--- src/rtl/bridge_pkg.sv ---
// Shared types and constants for the CPU-side peripheral bus bridge.
// Address decode lives here as a function so the request path and the latched path agree.
package bridge_pkg;

    typedef enum logic [1:0] {
        IDLE,
        ACCESS,
        RESP
    } state_t;

    localparam logic [31:0] DEFAULT_DEV0_BASE = 32'h0000_7F00;
    localparam logic [31:0] DEFAULT_DEV1_BASE = 32'h0000_7F10;
    localparam logic [31:0] DEFAULT_DEV2_BASE = 32'h0000_7F20;
    localparam logic [31:0] DEFAULT_STAT_BASE = 32'h0000_7F30;

    localparam logic [2:0] DEV_TIMER0 = 3'd0;
    localparam logic [2:0] DEV_TIMER1 = 3'd1;
    localparam logic [2:0] DEV_GPIO   = 3'd2;
    localparam logic [2:0] DEV_STAT   = 3'd3;
    localparam logic [2:0] DEV_NONE   = 3'd4;

    // Each window is 16 bytes, so only the tag above bit 4 takes part in the match.
    function automatic logic [2:0] decode_tag(
        input logic [27:0] tag,
        input logic [27:0] tag0,
        input logic [27:0] tag1,
        input logic [27:0] tag2,
        input logic [27:0] tag_stat
    );
        logic [2:0] dev;
        dev = DEV_NONE;
        if (tag == tag0) begin
            dev = DEV_TIMER0;
        end else if (tag == tag1) begin
            dev = DEV_TIMER1;
        end else if (tag == tag2) begin
            dev = DEV_GPIO;
        end else if (tag == tag_stat) begin
            dev = DEV_STAT;
        end
        return dev;
    endfunction

    function automatic logic [2:0] dev_strobe(input logic [2:0] dev);
        logic [2:0] strobe;
        case (dev)
            DEV_TIMER0: strobe = 3'b001;
            DEV_TIMER1: strobe = 3'b010;
            DEV_GPIO:   strobe = 3'b100;
            default:    strobe = 3'b000;
        endcase
        return strobe;
    endfunction

endpackage

--- src/rtl/bridge_decode.sv ---
// Combinational decode of a latched word address into a device index and register select.
module bridge_decode
    import bridge_pkg::*;
#(
    parameter logic [31:0] DEV0_BASE = DEFAULT_DEV0_BASE,
    parameter logic [31:0] DEV1_BASE = DEFAULT_DEV1_BASE,
    parameter logic [31:0] DEV2_BASE = DEFAULT_DEV2_BASE,
    parameter logic [31:0] STAT_BASE = DEFAULT_STAT_BASE
) (
    input  logic [29:0] word_addr,
    output logic [2:0]  dev,
    output logic [1:0]  reg_sel
);

    assign dev = decode_tag(word_addr[29:2], DEV0_BASE[31:4], DEV1_BASE[31:4],
                            DEV2_BASE[31:4], STAT_BASE[31:4]);
    assign reg_sel = word_addr[1:0];

endmodule

--- src/rtl/bus_bridge.sv ---
// Initiator end of the peripheral register bus: one-cycle device accesses, registered
// read data with a ready pulse, sticky decode-error flag and registered IRQ forwarding.
module bus_bridge
    import bridge_pkg::*;
#(
    parameter logic [31:0] DEV0_BASE = DEFAULT_DEV0_BASE,
    parameter logic [31:0] DEV1_BASE = DEFAULT_DEV1_BASE,
    parameter logic [31:0] DEV2_BASE = DEFAULT_DEV2_BASE,
    parameter logic [31:0] STAT_BASE = DEFAULT_STAT_BASE
) (
    input  logic        CLK_I,
    input  logic        RST_I,
    input  logic        PrReq,
    input  logic        PrWE,
    input  logic [31:0] PrAddr,
    input  logic [31:0] PrWD,
    output logic [31:0] PrRD,
    output logic        PrReady,
    output logic        PrErr,
    output logic [1:0]  DEV_ADDR,
    output logic [31:0] DEV_WD,
    output logic [2:0]  DEV_WE,
    input  logic [31:0] DEV_RD0,
    input  logic [31:0] DEV_RD1,
    input  logic [31:0] DEV_RD2,
    input  logic [2:0]  DEV_IRQ,
    output logic [5:0]  HWINT
);

    state_t      state;
    logic        lat_we;
    logic [29:0] lat_addr;
    logic [31:0] lat_wd;
    logic        err_flag;
    logic [2:0]  dev;
    logic [1:0]  reg_sel;
    logic [2:0]  req_dev;
    logic [31:0] read_word;
    logic        unused_addr_bits;

    assign unused_addr_bits = ^PrAddr[1:0];

    bridge_decode #(
        .DEV0_BASE(DEV0_BASE),
        .DEV1_BASE(DEV1_BASE),
        .DEV2_BASE(DEV2_BASE),
        .STAT_BASE(STAT_BASE)
    ) u_decode (
        .word_addr(lat_addr),
        .dev      (dev),
        .reg_sel  (reg_sel)
    );

    // The write strobe is registered on acceptance, so it must decode the live request address.
    assign req_dev = decode_tag(PrAddr[31:4], DEV0_BASE[31:4], DEV1_BASE[31:4],
                                DEV2_BASE[31:4], STAT_BASE[31:4]);

    assign DEV_ADDR = reg_sel;
    assign DEV_WD   = lat_wd;

    always_comb begin
        read_word = 32'd0;
        case (dev)
            DEV_TIMER0: read_word = DEV_RD0;
            DEV_TIMER1: read_word = DEV_RD1;
            DEV_GPIO:   read_word = DEV_RD2;
            DEV_STAT: begin
                case (reg_sel)
                    2'd0:    read_word = {29'd0, DEV_IRQ};
                    2'd1:    read_word = {31'd0, err_flag};
                    default: read_word = 32'd0;
                endcase
            end
            default:    read_word = 32'd0;
        endcase
    end

    always_ff @(posedge CLK_I or negedge RST_I) begin
        if (!RST_I) begin
            state    <= IDLE;
            lat_we   <= 1'b0;
            lat_addr <= 30'd0;
            lat_wd   <= 32'd0;
            PrRD     <= 32'd0;
            PrReady  <= 1'b0;
            PrErr    <= 1'b0;
            DEV_WE   <= 3'b000;
            err_flag <= 1'b0;
        end else begin
            case (state)
                IDLE: begin
                    PrReady <= 1'b0;
                    PrErr   <= 1'b0;
                    if (PrReq) begin
                        lat_we   <= PrWE;
                        lat_addr <= PrAddr[31:2];
                        lat_wd   <= PrWD;
                        DEV_WE   <= PrWE ? dev_strobe(req_dev) : 3'b000;
                        state    <= ACCESS;
                    end
                end
                ACCESS: begin
                    DEV_WE  <= 3'b000;
                    PrReady <= 1'b1;
                    PrErr   <= (dev == DEV_NONE);
                    PrRD    <= lat_we ? 32'd0 : read_word;
                    // A decode error outranks a clear landing on the same edge.
                    if (dev == DEV_NONE) begin
                        err_flag <= 1'b1;
                    end else if (lat_we && dev == DEV_STAT && reg_sel == 2'd1) begin
                        err_flag <= 1'b0;
                    end
                    state <= RESP;
                end
                RESP: begin
                    PrReady <= 1'b0;
                    PrErr   <= 1'b0;
                    state   <= IDLE;
                end
                default: begin
                    DEV_WE  <= 3'b000;
                    PrReady <= 1'b0;
                    PrErr   <= 1'b0;
                    state   <= IDLE;
                end
            endcase
        end
    end

    always_ff @(posedge CLK_I or negedge RST_I) begin
        if (!RST_I) begin
            HWINT <= 6'd0;
        end else begin
            HWINT <= {3'b000, DEV_IRQ};
        end
    end

endmodule

--- config.mk ---
export PLATFORM = sky130hd
export DESIGN_NAME = bus_bridge
export DESIGN_NICKNAME = d
export VERILOG_FILES = /design/src/rtl/bridge_pkg.sv /design/src/rtl/bridge_decode.sv /design/src/rtl/bus_bridge.sv
export SDC_FILE = /design/constraint.sdc
export NUM_CORES = 1
export LEC_CHECK = 0
export CORE_ASPECT_RATIO = 1.75
export CORE_MARGIN = 8
export CORE_UTILIZATION = 36
export DETAILED_ROUTE_END_ITERATION = 7
export PLACE_DENSITY = 0.74
export RECOVER_POWER = 25
export SLEW_MARGIN = 10
export SYNTH_ARGS = -nofsm -noshare
export SYNTH_HDL_FRONTEND = slang
export SYNTH_SLANG_ARGS = --single-unit
--- constraint.sdc ---
create_clock -name CLK_I -period 5.9 [get_ports CLK_I]
set_input_delay 1.18 -clock CLK_I [delete_from_list [all_inputs] [get_ports CLK_I]]
set_output_delay 1.18 -clock CLK_I [all_outputs]
set_load 0.1 [all_outputs]
* After elaboration in Yosys (flattened, before gate mapping)
Index checks and enable logic that the tools add are counted.
Word-level totals: output and inout port bits 77, input port bits 167, logic and storage cells 60, flip-flop bits (word level) 106
Operators by class: reduce and logical (&&, ||, !) cells 10, muxes and demuxes 21, eq/ne operators 18, bitwise operators 1
Operators by type and width (number):
- $eq A28 B11 Y1 const B | 8
- $pmux W32 S4 | 1
- $mux W32 | 1
- $mux W3 | 10
- $pmux W3 S2 | 2
- $eq A3 B2 Y1 const B | 3
- $pmux W3 S3 | 1
- $eq A3 B1 Y1 const B | 2
- $logic_not A3 Y1 | 2
- $reduce_and A2 Y1 | 3
- $eq A2 B1 Y1 const B | 2
- $logic_not A2 Y1 | 2
- $mux W1 | 4
- $pmux W2 S2 | 1
- $eq A3 B3 Y1 const B | 1
- $eq A2 B2 Y1 const B | 1
- $logic_and A1 B1 Y1 | 2
- $mux W2 | 1
- $ne A2 B2 Y1 const B | 1
- $reduce_bool A2 Y1 | 1
- $not A1 Y1 | 1

* Longest topological paths before layout
depth after elaboration 10, depth in mapped cells 6, depth with buffers taken out 6

* Hierarchy
Synthesis repeated with hierarchy kept, for this count alone.
Second synthesis, totals: cell total of the unflattened synthesis 406, area total of the unflattened synthesis 4794.6 µm²
By module, submodules not included:
- bus_bridge | times used 1, cells each 390, area each 4692.0 µm², seq. area each 2652.5 µm²
- bridge_decode | times used 1, cells each 16, area each 102.6 µm², seq. area each 0.0 µm²

* Worst setup path before layout
Ideal clock, no wire load.
path type in2reg, from input PrReq, to register lat_wd[10], in the netlist DEV_WD[10], data arrival time 2416 ps, setup time 125 ps, cell stages on the path 4, path buffers 2, required time 5775 ps, setup slack 3358 ps, cell sequence nor3b_1 > clkbuf_1 > clkbuf_1 > mux2_2
On the way: cells in the longest elaborated chain, start to end 1
Ends and longest elaborated chain:
- start: declaration | RTL line bus_bridge.sv:13 | input logic PrReq,
- $reduce_and A2 Y1 (no source line)
- end signal: assignment | RTL line bus_bridge.sv:97 | lat_wd <= PrWD;
- end: declaration | RTL line bus_bridge.sv:33 | logic [31:0] lat_wd;
No other way between the ends. A chain may end at the register's enable or synchronous reset.

==> results.json <==
{
  "tritoncts": "built",
  "grt_pass1_vias": 4482,
  "rows": 56,
  "synth_edf_count": 0,
  "fin_crit_ps": 3575,
  "antenna_left": 0,
  "cap_violations": 2,
  "synth_cells": 406,
  "place.gp.congestion": 0.7593,
  "seq_area_frac_synth": 0.5381,
  "regArea_mm2": 0.002654,
  "cts_buffers": 9,
  "post-route-drc-count": 0,
  "wl_met1_mm": 5.435,
  "cts_sinks": 106,
  "pwr-share-clk": 0.219,
  "path_buf_inv": 2,
  "vias": 3971,
  "synth-compound-area-share": 0.1269,
  "route.met3.wl_mm": 1.153,
  "die-area_mm2": 0.01784,
  "violations": "max-capacitance violations, max-slew violations",
  "synth_top_family_by_area": "multiplexers",
  "p_total_uw": 2749,
  "seqPwrFrac": 0.341,
  "cp.arrival_ps": 3920,
  "hold_buffers": 0,
  "synth_common_cells": "106 x dfrtp_1, 63 x mux2_2, 38 x nor2_1",
  "rsz0062_at_grt": "false",
  "grt_pass1_wl_mm": 24.08,
  "swShare": 0.4324,
  "post_cts.repair.setup_buffers": 0,
  "crit_family": "buffers and inverters",
  "path_cells": "clkbuf_1 -> buf_4",
  "finalHoldViolCount": 0,
  "leakagePower_uw": 0.003155,
  "clk-insertion-delay-late_ps": 340,
  "required_ps": 6250,
  "fin_util": 0.5774,
  "synthFlopType": "dfrtp_1",
  "hold_path.class": "register to register",
  "power_switching_uw": 1188,
  "htreeDepth": 3,
  "synthXorXnorAreaFrac": 0,
  "avgSynthCellArea_um2": 12.14,
  "path_clk_slew_ps": 70,
  "wirelength_mm": 15.45,
  "multi_input_area_mm2": 0.002101,
  "post-route-period-util": 0.6059,
  "crit_fanout": 58,
  "crit_type": "primary input to asynchronous set/reset pin",
  "synth-simple-area-share": 0.08426,
  "synthArstFlopShare": 1.000,
  "yosysMostFrequentCell": "dfrtp_1",
  "peakVddDrop_mv": 0.2670,
  "synthAdderAreaFrac": 0,
  "startpoint_type": "primary input",
  "clock_path_buffers": 2,
  "slew_headroom": -1.200,
  "portBuffers": 238,
  "clock_skew_ps": 11.15,
  "antenna_found_initial": 0,
  "vias_per_cell": 4.915,
  "fp.dieW_um": 104.5,
  "powerDensity_mw_per_mm2": 355.7,
  "grt_max_degree": 64,
  "fillers": 1143,
  "yosys.area.top_type": "dfrtp_1",
  "critPathMaxStageDelay_ps": 1840,
  "ys_warn_count": 0,
  "drtIter0Drc": 108,
  "pwr-share-comb": 0.440,
  "endpoint_kind": "asynchronous set/reset pin",
  "drive_gt1_frac": 0.1861,
  "setup_viol": 0,
  "fp.coreArea_mm2": 0.01338,
  "worst_slew_pin_slew_ps": 3300,
  "intPower_uw": 1560,
  "n_antenna_cell": 0,
  "drv_slew": 114,
  "outcome": "finished, violations left",
  "grt_overflow": 0,
  "wl_per_cell_um": 19.12,
  "cts_resized": 0,
  "synth.ff_latch_count": 106,
  "final_nets": 796,
  "die_y_um": 170.8,
  "max_freq_mhz": 279.7,
  "syn_to_final_growth_pct": 56.75,
  "fin_tns_setup_ps": 0,
  "route.met2.wl_mm": 8.634,
  "ios": 244,
  "root_buffer": "clkbuf_16",
  "initial_core_util": 0.3684,
  "crit_slowest_cell": "clkbuf_1",
  "ys_top_cells_by_area": "dfrtp_1 54%, mux2_2 14%, o31ai_2 7.4%, mux2i_1 6.7%, a21oi_1 3.0%",
  "syn_area_mm2": 0.004930,
  "synthMuxAreaShare": 0.2109,
  "groute.usage.overall": 0.1715,
  "hpwlAfterDp_mm": 12.24,
  "ys_types": 32,
  "dr.pass1.iters": 6,
  "top_layer": "met4",
  "netlist.area_leader.share": 0.5381
}
==> layout make-up <==
class	instances	share of cell area
Sequential cell	106	0.3434
Clock inverter	6	0.008744
Clock buffer	10	0.03093
Multi-Input combinational cell	263	0.2719
Tap cell	174	0.02817
Inverter	5	0.002429
Timing Repair Buffer	244	0.3144
==> stage by stage <==
stage          std cells  hold slack [ps]  instance area (µm²)  setup slack (ps)
5_1_grt              808            516.9                 7727              1610
6_report             808            481.9                 7727              2325
2_1_floorplan        408            469.2                 4937              3358
3_5_place_dp         792            470.2                 7431              2483
4_1_cts              808            487.6                 7737              2730
3_3_place_gp         792            467.9                 7431              2550
==> state kept, by name (all words and copies together), names as in the netlist <==
register	flops
lat_addr	30
err_flag	1
PrErr	1
lat_we	1
DEV_WE	3
PrReady	1
HWINT	3
state	2
DEV_WD	32
PrRD	32
==> worst paths after layout <==
kind / from / end / slack [ps] / cells past startpoint
hold / removal: PrRD[19]$_DFFE_PN0P_ / PrRD[19]$_DFFE_PN0P_ / 480 / 2
max in group CLK_I: state[1]$_DFFE_PN0P_ / PrRD[2]$_DFFE_PN0P_ / 2430 / 5
setup / recovery: RST_I / lat_addr[2]$_DFFE_PN0P_ / 2320 / 2
min in group asynchronous: RST_I / DEV_WD[11]$_DFFE_PN0P_ / 1660 / 1
setup reg to reg: state[1]$_DFFE_PN0P_ / PrRD[2]$_DFFE_PN0P_ / 2430 / 5
hold reg to reg: PrRD[19]$_DFFE_PN0P_ / PrRD[19]$_DFFE_PN0P_ / 480 / 2
==> cells by family (layout without fill, tap and decap cells) <==
logic type,after synthesis,in the layout
other cells,1,3
flops,106,106
buf+inv,39,265
compound gates,73,73
mux,96,96
simple gates,91,91
==> metal layers <==
layer / up-vias / global-route usage
met2: 154 / 0.3308
met5: - / 0
li1: 1892 / -
met1: 1909 / 0.1649
met4: 0 / 0.05256
met3: 16 / 0.05989
==> cells in the final DEF (no fill, tap or decap), types with 4 or more instances in the layout <==
cell type / Yosys / final
nor4_1: 4 / 4
a21oi_1: 30 / 30
mux2i_1: 33 / 33
nand4_1: 4 / 4
clkbuf_16: 0 / 9
inv_6: 0 / 4
buf_4: 5 / 4
inv_1: 4 / 4
a211oi_1: 5 / 5
clkdlybuf4s50_1: 0 / 234
nor2_1: 38 / 38
dfrtp_1: 106 / 105
o31ai_2: 29 / 29
mux2_2: 63 / 63
nand2_1: 31 / 31
==> power by group through the flow <==
| stage | registers [µW] | clock network (µW) | logic, µW |
|---|---|---|---|
| after floorplan | 1420 | 0 | 381 |
| after global placement | 944 | 0 | 1210 |
| after detailed placement | 956 | 0 | 1220 |
| after CTS | 941 | 628 | 1220 |
| after global routing | 957 | 654 | 1260 |
| final | 938 | 601 | 1210 |
Note: power is estimated with default switching activity, not from simulation.
